==> config.mk <==
export PLATFORM = sky130hd
export DESIGN_NAME = lcd_nibble_writer
export DESIGN_NICKNAME = d
export VERILOG_FILES = /design/src/rtl/lcd_nibble_writer_pkg.sv /design/src/rtl/lcd_delay_counter.sv /design/src/rtl/lcd_nibble_writer.sv
export SDC_FILE = /design/constraint.sdc
export NUM_CORES = 1
export LEC_CHECK = 0
export BUFFER_PORTS_ARGS = -buffer_cell sky130_fd_sc_hd__buf_4
export CORE_UTILIZATION = 50
export DETAILED_ROUTE_END_ITERATION = 7
export PLACE_DENSITY = 0.74
export SYNTH_ARGS = -nofsm -noshare
export SYNTH_HDL_FRONTEND = slang
export SYNTH_SLANG_ARGS = --single-unit
==> constraint.sdc <==
create_clock -name Clock -period 2.8 [get_ports Clock]
set_clock_uncertainty 0.05 [all_clocks]
set_input_delay 0.56 -clock Clock [delete_from_list [all_inputs] [get_ports Clock]]
set_output_delay 0.56 -clock Clock [all_outputs]
set_load 0.1 [all_outputs]
==> src/rtl/lcd_nibble_writer_pkg.sv <==
// -----------------------------------------------------------------------------
// lcd_nibble_writer_pkg
// Shared definitions for the HD44780-style 4-bit LCD writer:
//   - `define constants for the 3-bit FSM state encodings and for the
//     clear/home command codes that need the long settle time
//   - lcd_state_t : FSM state type built from those encodings
//   - CNT_W       : width of the settle/pulse delay counter
//   - is_long_cmd : identifies commands that need the long settle wait
// No ports (package).
// -----------------------------------------------------------------------------
`ifndef LCD_NIBBLE_WRITER_DEFINITIONS
`define LCD_NIBBLE_WRITER_DEFINITIONS
`define LCD_ST_IDLE      3'd0
`define LCD_ST_SETUP_H   3'd1
`define LCD_ST_PULSE_H   3'd2
`define LCD_ST_GAP       3'd3
`define LCD_ST_SETUP_L   3'd4
`define LCD_ST_PULSE_L   3'd5
`define LCD_ST_SETTLE    3'd6
`define LCD_CMD_CLEAR    8'h01
`define LCD_CMD_HOME     8'h02
`define LCD_CMD_HOME_ALT 8'h03
`endif

package lcd_nibble_writer_pkg;

    localparam int CNT_W = 20;

    typedef enum logic [2:0] {
        ST_IDLE    = `LCD_ST_IDLE,
        ST_SETUP_H = `LCD_ST_SETUP_H,
        ST_PULSE_H = `LCD_ST_PULSE_H,
        ST_GAP     = `LCD_ST_GAP,
        ST_SETUP_L = `LCD_ST_SETUP_L,
        ST_PULSE_L = `LCD_ST_PULSE_L,
        ST_SETTLE  = `LCD_ST_SETTLE
    } lcd_state_t;

    // Clear display and return home run for far longer inside the LCD
    // controller than every other instruction; they only count as commands
    // when RS selects the instruction register.
    function automatic logic is_long_cmd(input logic rs, input logic [7:0] data);
        return !rs && ((data == `LCD_CMD_CLEAR) ||
                       (data == `LCD_CMD_HOME)  ||
                       (data == `LCD_CMD_HOME_ALT));
    endfunction

endpackage

==> src/rtl/lcd_delay_counter.sv <==
// -----------------------------------------------------------------------------
// lcd_delay_counter
// Loadable down-counter that times each FSM state.
// Loading N makes oExpired rise in the N-th cycle after the load edge, i.e.
// in the last cycle of an N-cycle interval (N >= 1).
// Ports:
//   Clock    in   system clock, rising edge
//   Reset    in   asynchronous active-high reset (counter -> 0)
//   iLoad    in   load iCount on this edge (start of a new interval)
//   iCount   in   interval length in cycles, 1..2^20-1
//   oExpired out  high in the final cycle of the interval
// -----------------------------------------------------------------------------
module lcd_delay_counter
    import lcd_nibble_writer_pkg::*;
(
    input  logic             Clock,
    input  logic             Reset,
    input  logic             iLoad,
    input  logic [CNT_W-1:0] iCount,
    output logic             oExpired
);

    logic [CNT_W-1:0] cnt_q;
    logic [CNT_W-1:0] cnt_d;

    // Loading N-1 means the count reads N-1, N-2, ... 0 over N cycles, so the
    // zero that flags expiry lands exactly in the last cycle. Once at zero the
    // counter parks there instead of wrapping.
    always_comb begin
        cnt_d = cnt_q;
        if (iLoad) begin
            cnt_d = iCount - {{(CNT_W-1){1'b0}}, 1'b1};
        end else if (cnt_q != '0) begin
            cnt_d = cnt_q - {{(CNT_W-1){1'b0}}, 1'b1};
        end
    end

    always_ff @(posedge Clock or posedge Reset) begin
        if (Reset) begin
            cnt_q <= '0;
        end else begin
            cnt_q <= cnt_d;
        end
    end

    assign oExpired = (cnt_q == '0);

endmodule

==> src/rtl/lcd_nibble_writer.sv <==
// -----------------------------------------------------------------------------
// lcd_nibble_writer
// Sends one byte to an HD44780-style LCD over its 4-bit bus: upper nibble,
// then lower nibble, each framed by setup / enable pulse timing, followed by
// a settle wait (long for clear/home commands).
// Ports:
//   Clock      in   system clock, rising edge
//   Reset      in   asynchronous active-high reset
//   iData[7:0] in   byte to send (command or character)
//   iRS        in   register select: 0 = command, 1 = data
//   iValid     in   request strobe, taken when oReady = 1
//   oReady     out  idle and able to accept a byte
//   oDone      out  one-cycle pulse in the first idle cycle after a byte
//   oLCD_E     out  LCD enable strobe (registered)
//   oLCD_RS    out  LCD register select
//   oLCD_RW    out  LCD read/write, always 0 (write only)
//   oLCD_Data  out  LCD data nibble DB7..DB4
// -----------------------------------------------------------------------------
module lcd_nibble_writer
    import lcd_nibble_writer_pkg::*;
#(
    parameter int unsigned SETUP_CYCLES     = 2,
    parameter int unsigned ENABLE_CYCLES    = 12,
    parameter int unsigned GAP_CYCLES       = 50,
    parameter int unsigned WAIT_CYCLES      = 2000,
    parameter int unsigned LONG_WAIT_CYCLES = 82000
) (
    input  logic       Clock,
    input  logic       Reset,
    input  logic [7:0] iData,
    input  logic       iRS,
    input  logic       iValid,
    output logic       oReady,
    output logic       oDone,
    output logic       oLCD_E,
    output logic       oLCD_RS,
    output logic       oLCD_RW,
    output logic [3:0] oLCD_Data
);

    localparam logic [CNT_W-1:0] SETUP_C     = CNT_W'(SETUP_CYCLES);
    localparam logic [CNT_W-1:0] ENABLE_C    = CNT_W'(ENABLE_CYCLES);
    localparam logic [CNT_W-1:0] GAP_C       = CNT_W'(GAP_CYCLES);
    localparam logic [CNT_W-1:0] WAIT_C      = CNT_W'(WAIT_CYCLES);
    localparam logic [CNT_W-1:0] LONG_WAIT_C = CNT_W'(LONG_WAIT_CYCLES);

    lcd_state_t       state_q, state_d;
    logic [7:0]       byte_q, byte_d;
    logic             rs_q, rs_d;
    logic             e_q, e_d;
    logic             lcd_rs_q, lcd_rs_d;
    logic [3:0]       nib_q, nib_d;
    logic             done_q, done_d;

    logic             accept;
    logic             cnt_load;
    logic [CNT_W-1:0] cnt_value;
    logic             cnt_expired;

    lcd_delay_counter u_delay (
        .Clock    (Clock),
        .Reset    (Reset),
        .iLoad    (cnt_load),
        .iCount   (cnt_value),
        .oExpired (cnt_expired)
    );

    // Ready is gated by Reset so nothing looks acceptable while reset is held.
    assign oReady = (state_q == ST_IDLE) && !Reset;

    // Next-state logic: a fixed ring of states, each timed state leaving when
    // the delay counter reports its last cycle.
    always_comb begin
        state_d = state_q;
        accept  = 1'b0;
        unique case (state_q)
            ST_IDLE: begin
                if (iValid) begin
                    accept  = 1'b1;
                    state_d = ST_SETUP_H;
                end
            end
            ST_SETUP_H: if (cnt_expired) state_d = ST_PULSE_H;
            ST_PULSE_H: if (cnt_expired) state_d = ST_GAP;
            ST_GAP:     if (cnt_expired) state_d = ST_SETUP_L;
            ST_SETUP_L: if (cnt_expired) state_d = ST_PULSE_L;
            ST_PULSE_L: if (cnt_expired) state_d = ST_SETTLE;
            ST_SETTLE:  if (cnt_expired) state_d = ST_IDLE;
            default:    state_d = ST_IDLE;
        endcase
    end

    // Byte/RS capture and delay-counter loading. The counter is reloaded on
    // every state change with the duration of the state being entered. The
    // settle length can use the captured byte because SETTLE is only entered
    // long after capture.
    always_comb begin
        byte_d    = accept ? iData : byte_q;
        rs_d      = accept ? iRS   : rs_q;
        cnt_load  = (state_d != state_q);
        cnt_value = {{(CNT_W-1){1'b0}}, 1'b1};
        unique case (state_d)
            ST_SETUP_H, ST_SETUP_L: cnt_value = SETUP_C;
            ST_PULSE_H, ST_PULSE_L: cnt_value = ENABLE_C;
            ST_GAP:                 cnt_value = GAP_C;
            ST_SETTLE:              cnt_value = is_long_cmd(rs_q, byte_q) ? LONG_WAIT_C
                                                                          : WAIT_C;
            default:                cnt_value = {{(CNT_W-1){1'b0}}, 1'b1};
        endcase
    end

    // LCD outputs are decoded from the upcoming state and registered, so each
    // pin changes cleanly on the same edge as the state it belongs to. byte_d
    // is used so the first nibble appears on the acceptance edge itself.
    always_comb begin
        e_d      = (state_d == ST_PULSE_H) || (state_d == ST_PULSE_L);
        lcd_rs_d = (state_d != ST_IDLE) ? rs_d : 1'b0;
        done_d   = (state_q == ST_SETTLE) && (state_d == ST_IDLE);
        nib_d    = 4'h0;
        unique case (state_d)
            ST_SETUP_H, ST_PULSE_H, ST_GAP:    nib_d = byte_d[7:4];
            ST_SETUP_L, ST_PULSE_L, ST_SETTLE: nib_d = byte_d[3:0];
            default:                           nib_d = 4'h0;
        endcase
    end

    always_ff @(posedge Clock or posedge Reset) begin
        if (Reset) begin
            state_q  <= ST_IDLE;
            byte_q   <= 8'h00;
            rs_q     <= 1'b0;
            e_q      <= 1'b0;
            lcd_rs_q <= 1'b0;
            nib_q    <= 4'h0;
            done_q   <= 1'b0;
        end else begin
            state_q  <= state_d;
            byte_q   <= byte_d;
            rs_q     <= rs_d;
            e_q      <= e_d;
            lcd_rs_q <= lcd_rs_d;
            nib_q    <= nib_d;
            done_q   <= done_d;
        end
    end

    assign oDone     = done_q;
    assign oLCD_E    = e_q;
    assign oLCD_RS   = lcd_rs_q;
    assign oLCD_RW   = 1'b0;
    assign oLCD_Data = nib_q;

endmodule

; Word level (Yosys, flattened, before mapping)
; Cells that the tools add are included.
[classes]
add_sub_neg = 2
n_eq_ne = 16
muxes = 18
n_reduce_logical = 18
[ops]
columns = op, count
row1 = one-hot mux 17 bit (4 select lines), 1
row2 = two-way mux 20 bit, 2
row3 = two-way mux 3 bit, 7
row4 = one-hot mux 3 bit (7 select lines), 1
row5 = zero test 20 bit, 1
row6 = nonzero test 20 bit, 1
row7 = "subtractor 20 x 1 -> 20 bit, second input constant", 1
row8 = "== test 3 bit, second input constant", 6
row9 = "subtractor 17 x 1 -> 18 bit, second input constant", 1
row10 = two-way mux 17 bit, 1
row11 = "== test 8 x 2 -> 1 bit, second input constant", 2
row12 = "== test 3 x 2 -> 1 bit, second input constant", 4
row13 = "== test 8 x 1 -> 1 bit, second input constant", 1
row14 = two-way mux 8 bit, 1
row15 = one-hot mux 4 bit (2 select lines), 1
row16 = "== test 3 x 1 -> 1 bit, second input constant", 2
row17 = zero test 3 bit, 2
row18 = OR reduction 3 bit, 2
row19 = two-way mux 1 bit, 4
row20 = OR reduction 2 bit, 2
row21 = logical AND 1 bit, 3
row22 = logical OR 1 bit, 3
row23 = inequality test 3 bit, 1
row24 = nonzero test 3 bit, 1
row25 = other kinds (2), 3
[totals]
reg_bits = 39
inputBits = 12
output_inout_bits = 9
word_cells = 62

; Depth between registers and ports, before layout
[logic_depth]
depth_word = 8
ltp_mapped = 11
depth_no_buf = 11

; By module
; A second synthesis with hierarchy kept.
[hier_totals]
cells_unflattened = 254
hier_area_um2 = 2508.7
[by_module_without_submodules]
columns = mod, n_inst, cells_per_inst, area_each_um2, seq_area_each_um2
row1 = lcd_delay_counter, 1, 169, 1585.3, 500.5
row2 = lcd_nibble_writer, 1, 85, 923.4, 475.5

; Worst setup path after synthesis
; Ideal clock, no wire load.
[synth_timing]
path_type = register to output
startpoint = register state_q[1]
endpoint = output oReady
arrival_time_ps = 3776
t_required_ps = 2190
slack_ps = -1586
stages_incl_launch_ff = 5
path_buffers = 3
path_cell_list = dfrtp_1 > clkbuf_1 > clkbuf_1 > clkbuf_1 > nor4_1
[synth_between]
elab_chain_len = 2
[synth_lines]
columns = item, line
row1 = start: declaration, lcd_nibble_writer.sv:47  ; lcd_state_t state_q, state_d;
row2 = start signal: assignment, lcd_nibble_writer.sv:137  ; state_q <= state_d;
row3 = zero test 3 bit, lcd_nibble_writer.sv:69  ; assign oReady = (state_q == ST_IDLE) && !Reset;
row4 = logical AND 1 bit, lcd_nibble_writer.sv:69
row5 = end: declaration, lcd_nibble_writer.sv:33  ; output logic oReady,
; No other way between the ends.

; Final worst setup path
[layout_timing]
startpoint = register u_delay.cnt_q[1]
endpoint = register u_delay.cnt_q[4]
[layout_between]
elab_chain_len = 8
word_cells_on_any_way = 24
classes_between = add/sub (2) / eq/ne (7) / mux (10) / reduce/logical (5)
[layout_lines]
columns = item, line
row1 = start: declaration, lcd_delay_counter.sv:23  ; logic [CNT_W-1:0] cnt_q;
row2 = start signal: assignment, lcd_delay_counter.sv:42  ; cnt_q <= cnt_d;
row3 = zero test 20 bit, lcd_delay_counter.sv:46  ; assign oExpired = (cnt_q == '0);
row4 = "two-way mux 3 bit, or another cell as far along", lcd_nibble_writer.sv:88  ; ST_SETTLE: if (cnt_expired) state_d = ST_IDLE;
row5 = one-hot mux 3 bit (7 select lines), lcd_nibble_writer.sv:76  ; unique case (state_q)
row6 = "== test 3 x 2 -> 1 bit, or another cell as far along", lcd_nibble_writer.sv:102  ; unique case (state_d)
row7 = OR reduction 2 bit, lcd_nibble_writer.sv:102
row8 = one-hot mux 17 bit (4 select lines), lcd_nibble_writer.sv:102
row9 = subtractor 17 x 1 -> 18 bit, lcd_delay_counter.sv:32  ; cnt_d = iCount - {{(CNT_W-1){1'b0}}, 1'b1};
row10 = two-way mux 20 bit, lcd_delay_counter.sv:31  ; if (iLoad) begin
; Parallel ways exist; a longest one is shown, timed or not. The select of a mux whose other input is x is not followed.
; A chain may end at the register's enable or synchronous reset.

==> flow_metrics.tcl <==
set metrics [dict create \
    ys_warn_count 0 \
    tightest_slew_ps 706 \
    synth.top_cells.by_area "dfrtp_1 45%, a21oi_1 4.2%, nor2_1 3.5%" \
    cts_root_buf "clkbuf_8" \
    area_growth_syn_to_layout_pct 17.2 \
    end_kind "register" \
    synth_seq_cells 39 \
    syn_inst 228 \
    port_buffers 19 \
    arrival_ps 2720 \
    setup_violations 0 \
    crit_required_ps 2920 \
    die_h_microns 67.7 \
    fmax_mhz 384 \
    ys_types 55 \
    path_max_fanout 7 \
    numCtsBuffers 5 \
    period_needed_ps 2610 \
    start_util_pct 52.8 \
    grt_pass1_vias 1665 \
    crit_path_start_kind "register" \
    synth_top_area_cell "dfrtp_1" \
    cts_setup_buffers 0 \
    stdcell_count 302 \
    cts_tree "done" \
    path_clk_slew_ps 80 \
    antenna_found_initial 0 \
    drt-total-wl_microns 4550 \
    drt-initial-drc-count 135 \
    most-common-layout-cells "39 x dfrtp_1, 28 x buf_4, 20 x nor2_1, 18 x a21oi_1, 16 x nand2_1" \
    cp_top_family "simple AND/OR/NAND/NOR gates" \
    irDropWorstVdd_v 0.000742 \
    hold_buffers 0 \
    slew_headroom_pct 52.5 \
    final_common_cell "dfrtp_1" \
    dr.pass1.iters 6 \
    drc 0 \
    final_nets 265 \
    status "finished clean" \
    endpoint "u_delay.cnt_q[4]" \
    cts.path.max_buffers 2 \
    final-hold-violation-count 0 \
    finalMaxSlewViolations 0 \
    grt_use_total_pct 22.5 \
    r2r-end "u_delay.cnt_q[4]" \
    crit_chain "inv_1 > ha_1 > nor3b_4 > and4b_1 > nand3_2 > a21oi_1 > a32oi_1 > ha_1 > nor3_1 > o31ai_2" \
    fin_crit_sh_pct 93.1 \
    grt-ovfl-total 0 \
    dp_hpwl_microns 3290 \
    setup_tns_ps 0 \
    r2r_cells 10 \
    crit_path_top_delay_cell "dfrtp_1" \
    syn-num-nets 242 \
    synth_edf_count 0 \
    die_w_microns 67.7 \
    power.density_nw_per_um2 1050 \
    num_rows 23 \
    ys_seq_area_share_pct 45.2 \
    clock_latency_ps 300 \
    dpl.cell_count 294 \
    cpPeakStageDelay_ps 430 \
    leakage_uw 0.00113 \
    avgSynthCellArea_sq_um 9.47 \
    core_area_sq_um 4090 \
    antenna_cells 0 \
    yosysTopAreaCellShare_pct 45.2 \
    num_io_pins 21 \
    dieArea_sq_um 4580 \
    h-tree-depth 2 \
    worstHoldPathType "in -> async" \
    drv_cap 0 \
    ys.flop_type "dfrtp_1" \
    final_cell_area_sq_um 2530 \
    clock-sinks 39 \
    critPathLaunch "u_delay.cnt_q[1]" \
    place_area_sq_um 2390 \
    drive_above_1_share_pct 20.6 \
    cp_num_buf_inv 1 \
    reg2reg_from "u_delay.cnt_q[1]" \
    cp.depth 10 \
    syn-cell-area_sq_um 2160 \
    grt_pass1_wl_microns 7570 \
    final_antenna_net_count 0 \
    rrSetupSlack_ps 190 \
    gp_routability_congestion 0.820 \
    routedWlPerCell_microns 15.0 \
    path_class "reg -> reg" \
    async_reset_ff_share_pct 100 \
    num_vias 1747 \
    hold_ws_ps 343 \
    rsz0062_at_grt "no" \
    grt_start_max_net_pins 40 \
    crit_top_cell "ha_1" \
    via_per_inst 5.78 \
]
==> area by class of cell <==
class                      count  area (sq um)
multi-input combinational    168          1110
fill                         359          1560
clock inverter                 3          67.6
clock buffer                   5          68.8
tap                           50          62.6
sequential                    39           976
inverter                       9          33.8
timing repair buffer          28           210
==> per-layer routing <==
layer | track usage (%) | wire (microns) | vias up
met1 | 29.7 | 2100 | 833
met5 | 0 | 0 | -
met3 | 5.74 | 215 | 9
met4 | 8.24 | 65 | 0
met2 | 35.1 | 2160 | 45
li1 | - | - | 860
==> worst reg2reg max path: stages, from the launching register on <==
cell and delay, ps:
dfrtp_1 430, inv_1 80, ha_1 200, nor3b_4 340, and4b_1 340, nand3_2 170, a21oi_1 250, a32oi_1 80
ha_1 220, nor3_1 230, o31ai_2 90
==> flip-flops by register name (all words and copies together), names as in the netlist <==
name / count
oLCD_Data: 4
oDone: 1
byte_q: 8
oLCD_RS: 1
oLCD_E: 1
rs_q: 1
u_delay.cnt_q: 20
state_q: 3
==> worst min-delay path by stage <==
stage,end,slack [ps],depth (start not counted)
final,u_delay.cnt_q[6],340,3
after global routing,oDone,400,3
after CTS,u_delay.cnt_q[6],370,3
after detailed placement,byte_q[3],450,2
after global placement,byte_q[1],440,2
after floorplan,byte_q[1],420,2
==> power by group <==
| group | internal, uW | switching (uW) |
|---|---|---|
| sequential | 788 | 194 |
| combinational | 422 | 687 |
| clock | 356 | 211 |
==> cells by family (layout without fill, tap and decap cells) <==
| family | count (synthesis) | in the layout | share of synthesized area, % |
|---|---|---|---|
| mux | 12 | 12 | 5.86 |
| other cells | 1 | 1 | 0.174 |
| buf+inv | 21 | 45 | 4.29 |
| fa+ha+maj | 2 | 2 | 1.16 |
| xor+xnor | 11 | 11 | 4.46 |
| flops | 39 | 39 | 45.2 |
| compound gates | 53 | 53 | 15.3 |
| simple gates | 89 | 89 | 23.5 |
==> synth_stat cells, types with 2 or more instances <==
library cell	count
o21ai_1	6
xnor2_1	6
nand4_1	2
o31ai_1	3
clkbuf_1	8
a21oi_1	18
nor3_1	8
or3_1	2
mux2i_1	7
inv_1	9
and2_1	3
o21a_1	2
nor2b_1	3
nand2b_1	5
nand2_1	16
mux2_2	5
nand3_1	7
nor2_1	20
nor4_1	7
xor2_1	5
nor3b_1	3
buf_2	2
o21ai_0	10
ha_1	2
dfrtp_1	39
==> repair_timing <==
item / CTS / global route
gates resized for setup: 0 / 1
setup endpoints to repair: 0 / 1
hold endpoints to repair: 0 / 0
==> through the flow <==
stage / setup WS, ps / power (uW) / util [%]
final: 194 / 2660 / 61.9
after detailed placement: 162 / 2080 / 58.4
after CTS: 131 / 2660 / 61.8
after global placement: 276 / 2050 / 58.4
after global routing: 41.9 / 2820 / 61.9
after floorplan: 219 / 1810 / -
Power figures use the tool's default switching activity.
